File: src/rtl/regfile_pkg.sv
// ============================================================================
// Module      : regfile_pkg
// Description : Shared definitions for the register-file sequencer: command
//               opcodes, register-file FunSel codes, the sequencer state
//               type and the index-to-select decode.
// Revision    : 1.0 - initial release
// ============================================================================
`default_nettype none

package regfile_pkg;

    // Command opcodes (101-111 are illegal)
    localparam logic [2:0] OP_DEC    = 3'b000;
    localparam logic [2:0] OP_INC    = 3'b001;
    localparam logic [2:0] OP_CLR    = 3'b010;
    localparam logic [2:0] OP_LOAD32 = 3'b011;
    localparam logic [2:0] OP_READ   = 3'b100;

    // Register-file function selects
    localparam logic [2:0] FS_DEC  = 3'b000;
    localparam logic [2:0] FS_INC  = 3'b001;
    localparam logic [2:0] FS_LOAD = 3'b010;
    localparam logic [2:0] FS_CLR  = 3'b011;
    localparam logic [2:0] FS_SHL8 = 3'b110;

    typedef enum logic [2:0] {
        ST_IDLE = 3'd0,
        ST_WR1  = 3'd1,
        ST_LB2  = 3'd2,
        ST_LB1  = 3'd3,
        ST_LB0  = 3'd4,
        ST_RD   = 3'd5,
        ST_RSP  = 3'd6
    } state_t;

    // One-hot target select: bits [3:0] are RegSel (R1-R4),
    // bits [7:4] are ScrSel (S1-S4).
    function automatic logic [7:0] idx_to_sel(input logic [2:0] idx);
        idx_to_sel = 8'b0000_0001 << idx;
    endfunction

endpackage

`default_nettype wire

File: src/rtl/rfseq_arbiter.sv
// ============================================================================
// Module      : rfseq_arbiter
// Description : Two-port grant logic for the register-file sequencer.
//               ARB_RR=1: round-robin on a tie (port not granted last wins).
//               ARB_RR=0: fixed priority, port 0 wins.
// Ports       : clk, rst (async, active-low), enable (sequencer idle),
//               req[1:0] (command valid), grant[1:0] (one-hot or zero,
//               only ever set on a requesting port while enabled)
// Revision    : 1.0 - initial release
// ============================================================================
`default_nettype none

module rfseq_arbiter #(
    parameter int ARB_RR = 1
) (
    input  logic       clk,
    input  logic       rst,
    input  logic       enable,
    input  logic [1:0] req,
    output logic [1:0] grant
);

    // Port that wins the next tie; 0 after reset
    logic ptr;

    always_comb begin
        grant = 2'b00;
        if (enable) begin
            if (req == 2'b11) begin
                grant = ((ARB_RR != 0) && ptr) ? 2'b10 : 2'b01;
            end else begin
                grant = req;
            end
        end
    end

    // A non-zero grant is always an accepted handshake; hand priority to
    // the other port.
    always_ff @(posedge clk or negedge rst) begin
        if (!rst) begin
            ptr <= 1'b0;
        end else if (grant != 2'b00) begin
            ptr <= grant[0];
        end
    end

endmodule

`default_nettype wire

File: src/rtl/regfile_sequencer.sv
// ============================================================================
// Module      : regfile_sequencer
// Description : Arbitrates word-level commands from two requesters (port 0
//               control unit, port 1 debug loader) and expands each into the
//               per-cycle FunSel/RegSel/ScrSel/I/OutASel pattern of the
//               8 x 32-bit register file. LOAD32 is built from one byte load
//               followed by three shift-left-8 cycles.
// Ports       : clk, rst (async, active-low)
//               cmd_valid/cmd_ready/cmd_op/cmd_idx/cmd_data : per-port command
//               rsp_valid/rsp_port/rsp_err/rsp_data         : completion
//               rf_FunSel/rf_RegSel/rf_ScrSel/rf_I/rf_OutASel/rf_OutBSel :
//                   registered register-file controls
//               rf_OutA : register-file read port A
// Options     : RFSEQ_STATS_EN adds stat_cnt0/stat_cnt1, saturating 16-bit
//               per-port completion counters.
// Revision    : 1.0 - initial release
// ============================================================================
`default_nettype none

module regfile_sequencer
    import regfile_pkg::*;
#(
    parameter int ARB_RR = 1
) (
    input  logic             clk,
    input  logic             rst,
    input  logic [1:0]       cmd_valid,
    output logic [1:0]       cmd_ready,
    input  logic [1:0][2:0]  cmd_op,
    input  logic [1:0][2:0]  cmd_idx,
    input  logic [1:0][31:0] cmd_data,
    output logic             rsp_valid,
    output logic             rsp_port,
    output logic             rsp_err,
    output logic [31:0]      rsp_data,
    output logic [2:0]       rf_FunSel,
    output logic [3:0]       rf_RegSel,
    output logic [3:0]       rf_ScrSel,
    output logic [7:0]       rf_I,
    output logic [2:0]       rf_OutASel,
    output logic [2:0]       rf_OutBSel,
    input  logic [31:0]      rf_OutA
`ifdef RFSEQ_STATS_EN
    ,
    output logic [15:0]      stat_cnt0,
    output logic [15:0]      stat_cnt1
`endif
);

    state_t      state;
    logic        port_q;
    logic        is_load_q;
    logic [23:0] data_q;     // low three bytes still to be shifted in

    logic        accept;
    logic        acc_port;
    logic [2:0]  acc_op;
    logic [2:0]  acc_idx;
    logic [31:0] acc_data;
    logic [7:0]  acc_sel;
    logic [2:0]  acc_fs;

    rfseq_arbiter #(
        .ARB_RR (ARB_RR)
    ) u_arbiter (
        .clk    (clk),
        .rst    (rst),
        .enable (state == ST_IDLE),
        .req    (cmd_valid),
        .grant  (cmd_ready)
    );

    always_comb begin
        accept   = |cmd_ready;
        acc_port = cmd_ready[1];
        acc_op   = cmd_op[acc_port];
        acc_idx  = cmd_idx[acc_port];
        acc_data = cmd_data[acc_port];
        acc_sel  = idx_to_sel(acc_idx);
        acc_fs   = FS_CLR;
        if (acc_op == OP_DEC) begin
            acc_fs = FS_DEC;
        end else if (acc_op == OP_INC) begin
            acc_fs = FS_INC;
        end
    end

    always_ff @(posedge clk or negedge rst) begin
        if (!rst) begin
            state      <= ST_IDLE;
            port_q     <= 1'b0;
            is_load_q  <= 1'b0;
            data_q     <= '0;
            rsp_valid  <= 1'b0;
            rsp_port   <= 1'b0;
            rsp_err    <= 1'b0;
            rsp_data   <= '0;
            rf_FunSel  <= '0;
            rf_RegSel  <= '0;
            rf_ScrSel  <= '0;
            rf_I       <= '0;
            rf_OutASel <= '0;
            rf_OutBSel <= '0;
        end else begin
            case (state)
                ST_IDLE: begin
                    if (accept) begin
                        port_q     <= acc_port;
                        data_q     <= acc_data[23:0];
                        is_load_q  <= (acc_op == OP_LOAD32);
                        rf_OutBSel <= acc_idx;
                        case (acc_op)
                            OP_DEC, OP_INC, OP_CLR: begin
                                state     <= ST_WR1;
                                rf_FunSel <= acc_fs;
                                rf_RegSel <= acc_sel[3:0];
                                rf_ScrSel <= acc_sel[7:4];
                            end
                            OP_LOAD32: begin
                                state     <= ST_WR1;
                                rf_FunSel <= FS_LOAD;
                                rf_I      <= acc_data[31:24];
                                rf_RegSel <= acc_sel[3:0];
                                rf_ScrSel <= acc_sel[7:4];
                            end
                            OP_READ: begin
                                state      <= ST_RD;
                                rf_OutASel <= acc_idx;
                            end
                            default: begin
                                // Illegal opcode: respond immediately, no write
                                state     <= ST_RSP;
                                rsp_valid <= 1'b1;
                                rsp_port  <= acc_port;
                                rsp_err   <= 1'b1;
                                rsp_data  <= '0;
                            end
                        endcase
                    end
                end
                ST_WR1, ST_LB2, ST_LB1: begin
                    if (state == ST_WR1 && !is_load_q) begin
                        state     <= ST_RSP;
                        rf_FunSel <= '0;
                        rf_RegSel <= '0;
                        rf_ScrSel <= '0;
                        rsp_valid <= 1'b1;
                        rsp_port  <= port_q;
                        rsp_err   <= 1'b0;
                        rsp_data  <= '0;
                    end else begin
                        // Target select is held; next byte shifts in
                        rf_FunSel <= FS_SHL8;
                        case (state)
                            ST_WR1: begin
                                state <= ST_LB2;
                                rf_I  <= data_q[23:16];
                            end
                            ST_LB2: begin
                                state <= ST_LB1;
                                rf_I  <= data_q[15:8];
                            end
                            default: begin
                                state <= ST_LB0;
                                rf_I  <= data_q[7:0];
                            end
                        endcase
                    end
                end
                ST_LB0: begin
                    state     <= ST_RSP;
                    rf_FunSel <= '0;
                    rf_RegSel <= '0;
                    rf_ScrSel <= '0;
                    rf_I      <= '0;
                    rsp_valid <= 1'b1;
                    rsp_port  <= port_q;
                    rsp_err   <= 1'b0;
                    rsp_data  <= '0;
                end
                ST_RD: begin
                    state      <= ST_RSP;
                    rf_OutASel <= '0;
                    rsp_valid  <= 1'b1;
                    rsp_port   <= port_q;
                    rsp_err    <= 1'b0;
                    rsp_data   <= rf_OutA;
                end
                ST_RSP: begin
                    state     <= ST_IDLE;
                    rsp_valid <= 1'b0;
                    rsp_port  <= 1'b0;
                    rsp_err   <= 1'b0;
                    rsp_data  <= '0;
                end
                default: begin
                    state <= ST_IDLE;
                end
            endcase
        end
    end

`ifdef RFSEQ_STATS_EN
    always_ff @(posedge clk or negedge rst) begin
        if (!rst) begin
            stat_cnt0 <= '0;
            stat_cnt1 <= '0;
        end else if (rsp_valid) begin
            if (!rsp_port && stat_cnt0 != 16'hFFFF) begin
                stat_cnt0 <= stat_cnt0 + 16'd1;
            end
            if (rsp_port && stat_cnt1 != 16'hFFFF) begin
                stat_cnt1 <= stat_cnt1 + 16'd1;
            end
        end
    end
`endif

endmodule

`default_nettype wire

File: config.mk
export PLATFORM = sky130hd
export DESIGN_NAME = regfile_sequencer
export DESIGN_NICKNAME = d
export VERILOG_FILES = /design/src/rtl/regfile_pkg.sv /design/src/rtl/rfseq_arbiter.sv /design/src/rtl/regfile_sequencer.sv
export SDC_FILE = /design/constraint.sdc
export NUM_CORES = 1
export LEC_CHECK = 0
export CORE_MARGIN = 1
export CORE_UTILIZATION = 42
export DETAILED_ROUTE_END_ITERATION = 7
export PLACE_DENSITY_LB_ADDON = 0.1
export SLEW_MARGIN = 20
export SYNTH_ARGS = -nofsm -noshare
export SYNTH_HDL_FRONTEND = slang
export SYNTH_SLANG_ARGS = --single-unit
File: constraint.sdc
create_clock -name clk -period 3.8 [get_ports clk]
set_input_delay 0.57 -clock clk [delete_from_list [all_inputs] [get_ports clk]]
set_output_delay 0.57 -clock clk [all_outputs]
set_load 0.02 [all_outputs]
==> flow_metrics.py <==
metrics = {
    "clock_tree": {
        "cts.sinks": 90,
        "cts_resized": 0,
        "insertion_delay_ns": 0.36,
        "htreeDepth": 3,
        "clk_pin_slew_ns": 0.09,
        "cts-hold-fix-buffers": 0,
        "cts_setup_buffers": 0,
        "cts_tree": "built",
        "clockBufferDepth": 2,
        "cts-root-buf": "clkbuf_8",
        "cts_buffers": 9,
    },
    "pwr": {
        "clkPwrFrac_pct": 17.1,
        "p_leak_uw": 0.00286,
        "power.switching_uw": 1780,
        "peakVddDrop_mv": 0.345,
        "swShare_pct": 38.5,
        "seqPwrFrac_pct": 34.2,
        "pwr-share-comb_pct": 48.8,
        "powerDensity_mw_per_mm2": 728,
        "power_uw": 4630,
        "p_int_uw": 2850,
    },
    "synthesis": {
        "synth_seq_cells": 90,
        "synth_nets": 493,
        "yosysWarningCount": 0,
        "yosysSeqAreaShare_pct": 52.2,
        "avgSynthCellArea_sq_um": 11.3,
        "synth_area_leaders": "dfrtp_1 (52%), mux2i_1 (9.0%), a22o_1 (6.9%)",
        "synth_area_sq_mm": 0.00431,
        "synth_top_area_share_pct": 52.2,
        "ys_types": 49,
        "synth_cells": 381,
        "yosys.area.top_type": "dfrtp_1",
    },
    "final_layout": {
        "post-route-util_pct": 64.5,
        "final_cell_mix": "clkdlybuf4s50_1 (172), dfrtp_1 (90), nand2_1 (43)",
        "fin_nets": 655,
        "diodes": 0,
        "mostFrequentLayoutCell": "clkdlybuf4s50_1",
        "drive_gt1_share_pct": 8.58,
        "area_delta_synth_final_pct": 47.4,
        "final_cells": 681,
    },
    "sta": {
        "slew_headroom_pct": 39.5,
        "finalMaxSlewViolations": 0,
        "fin_tns_setup_ns": 0,
        "fmax_ghz": 0.307,
        "period_needed_ns": 3.26,
        "fin_crit_sh_pct": 85.8,
        "final-hold-violation-count": 0,
        "setup_viol": 0,
        "grt_setup_unrepaired": "no",
        "worst_pin_slew_ns": 0.904,
        "skew_ns": 0.00782,
    },
    "worst_setup_path": {
        "timing.rr.end": "rf_I[2]",
        "reg2reg_from": "state[0]",
        "cp.arrival_ns": 2.69,
        "required_ns": 3.23,
        "worstPathMaxFanout": 28,
        "reg2reg_depth": 5,
        "r2r_slack_ns": 1.08,
        "critical_path_class": "reg2out",
        "end_kind": "primary output",
        "setup.worst_path.start_class": "flip-flop",
        "startpoint": "state[0]",
    },
    "outcome": {
        "status": "finished, final reports clean",
    },
    "floorplanning": {
        "core_area_sq_mm": 0.00986,
        "die_h_microns": 103,
        "design.portCount": 174,
        "rows": 36,
        "die-area_sq_mm": 0.0107,
        "die_x_microns": 103,
        "initial_core_util_pct": 43.7,
    },
    "run": {
        "max-cap-violations": 0,
    },
    "global_route": {
        "grt.overflow.total": 0,
        "grt_max_degree": 91,
        "antenna_found_initial": 0,
        "grt_pass1_wl_microns": 16900,
        "grt_use_total_pct": 20.8,
        "grt_pass1_vias": 3507,
    },
    "route": {
        "routedWlPerCell_microns": 16.1,
        "via_per_inst": 5.30,
        "first_iter_violations": 121,
        "postRouteAntennaNets": 0,
        "drc": 0,
        "wirelength_microns": 11000,
        "vias": 3609,
        "firstDrtPassIters": 4,
    },
    "hold_path": {
        "min_path_type": "in2async",
    },
    "placement": {
        "portBuffers": 173,
        "dp.cells": 665,
        "dp_hpwl_microns": 8010,
        "gp_congestion": 0.828,
    },
}
power by group through the flow:
stage / sequential (uW) / combinational (uW) / clock, uW
floorplan: 1750 / 1290 / 0
global placement: 1580 / 2230 / 0
detailed placement: 1590 / 2280 / 0
CTS: 1580 / 2290 / 810
global route: 1630 / 2460 / 847
finish: 1580 / 2260 / 790
layer usage:
| metal | global-route usage, % | part of all wire (%) |
|---|---|---|
| met5 | 0 | 0 |
| met4 | 6.07 | 1.6 |
| met3 | 4.97 | 5.9 |
| met2 | 33.7 | 49 |
| met1 | 27.9 | 44 |
worst max-delay path, stage by stage (launching register included):
cell and delay [ns]:
dfrtp_1 0.71, nor3_4 0.49, nand3_4 0.20, clkinv_2 0.27, clkdlybuf4s50_1 0.66
cell usage after synthesis (all sizes together):
cell type	n
nand2b	2
inv	2
nand2	44
or3	3
and4	1
a211oi	10
nor4	1
xnor2	2
or2	2
and2	1
nor2	11
a31oi	1
a22o	34
a21oi	16
buf	14
a221o	8
o2bb2ai	2
dfrtp	90
o21ai	34
mux2	10
o21a	4
o31ai	1
clkbuf	12
clkinv	1
o22ai	2
mux2i	41
nor2b	2
a21o	1
nand3b	6
and3	1
a32o	6
nor3	6
nor3b	2
nand3	6
o21bai	2
kinds of logic (layout without fill, tap and decap cells):
| group | count (synthesis) | in the layout | share of synthesized area [%] |
|---|---|---|---|
| AO/OA/AOI/OAI | 121 | 121 | 20.8 |
| flip-flops | 90 | 90 | 52.2 |
| AND/OR/NAND/NOR | 88 | 88 | 10.1 |
| buffers and inverters | 29 | 196 | 3.45 |
| multiplexers | 51 | 51 | 13.0 |
| XOR/XNOR | 2 | 2 | 0.406 |
metrics by stage:
| step | cell area (sq um) | hold slack [ns] | worst slack, ns |
|---|---|---|---|
| floorplan | 4310 | 0.274 | 1.68 |
| global placement | 6110 | 0.463 | 0.988 |
| detailed placement | 6110 | 0.471 | 0.933 |
| CTS | 6350 | 0.459 | 0.536 |
| global route | 6360 | 0.335 | 0.368 |
| finish | 6360 | 0.239 | 0.538 |
state kept, by name, indices dropped and copies added (netlist names):
name / flops
rf_OutASel: 3
data_q: 24
rsp_valid: 1
u_arbiter.ptr: 1
rf_I: 8
rf_OutBSel: 3
is_load_q: 1
state: 3
rf_RegSel: 4
rsp_port: 1
rsp_err: 1
rf_FunSel: 3
port_q: 1
rsp_data: 32
rf_ScrSel: 4
how the worst max path moves through the flow:
stage	to	depth (start not counted)
floorplan	rf_I[0]	6
global placement	cmd_ready[1]	5
detailed placement	cmd_ready[1]	4
CTS	cmd_ready[1]	4
global route	cmd_ready[1]	4
finish	cmd_ready[1]	4
cell type report:
class | count | area [sq um]
Clock inverter | 7 | 123
Inverter | 3 | 12.5
Clock buffer | 9 | 124
Tap cell | 133 | 166
Sequential cell | 90 | 2250
Timing Repair Buffer | 177 | 1760
Multi-Input combinational cell | 262 | 1920
Fill cell | 837 | 3510
No activity file was read; power rests on OpenSTA's default activity.
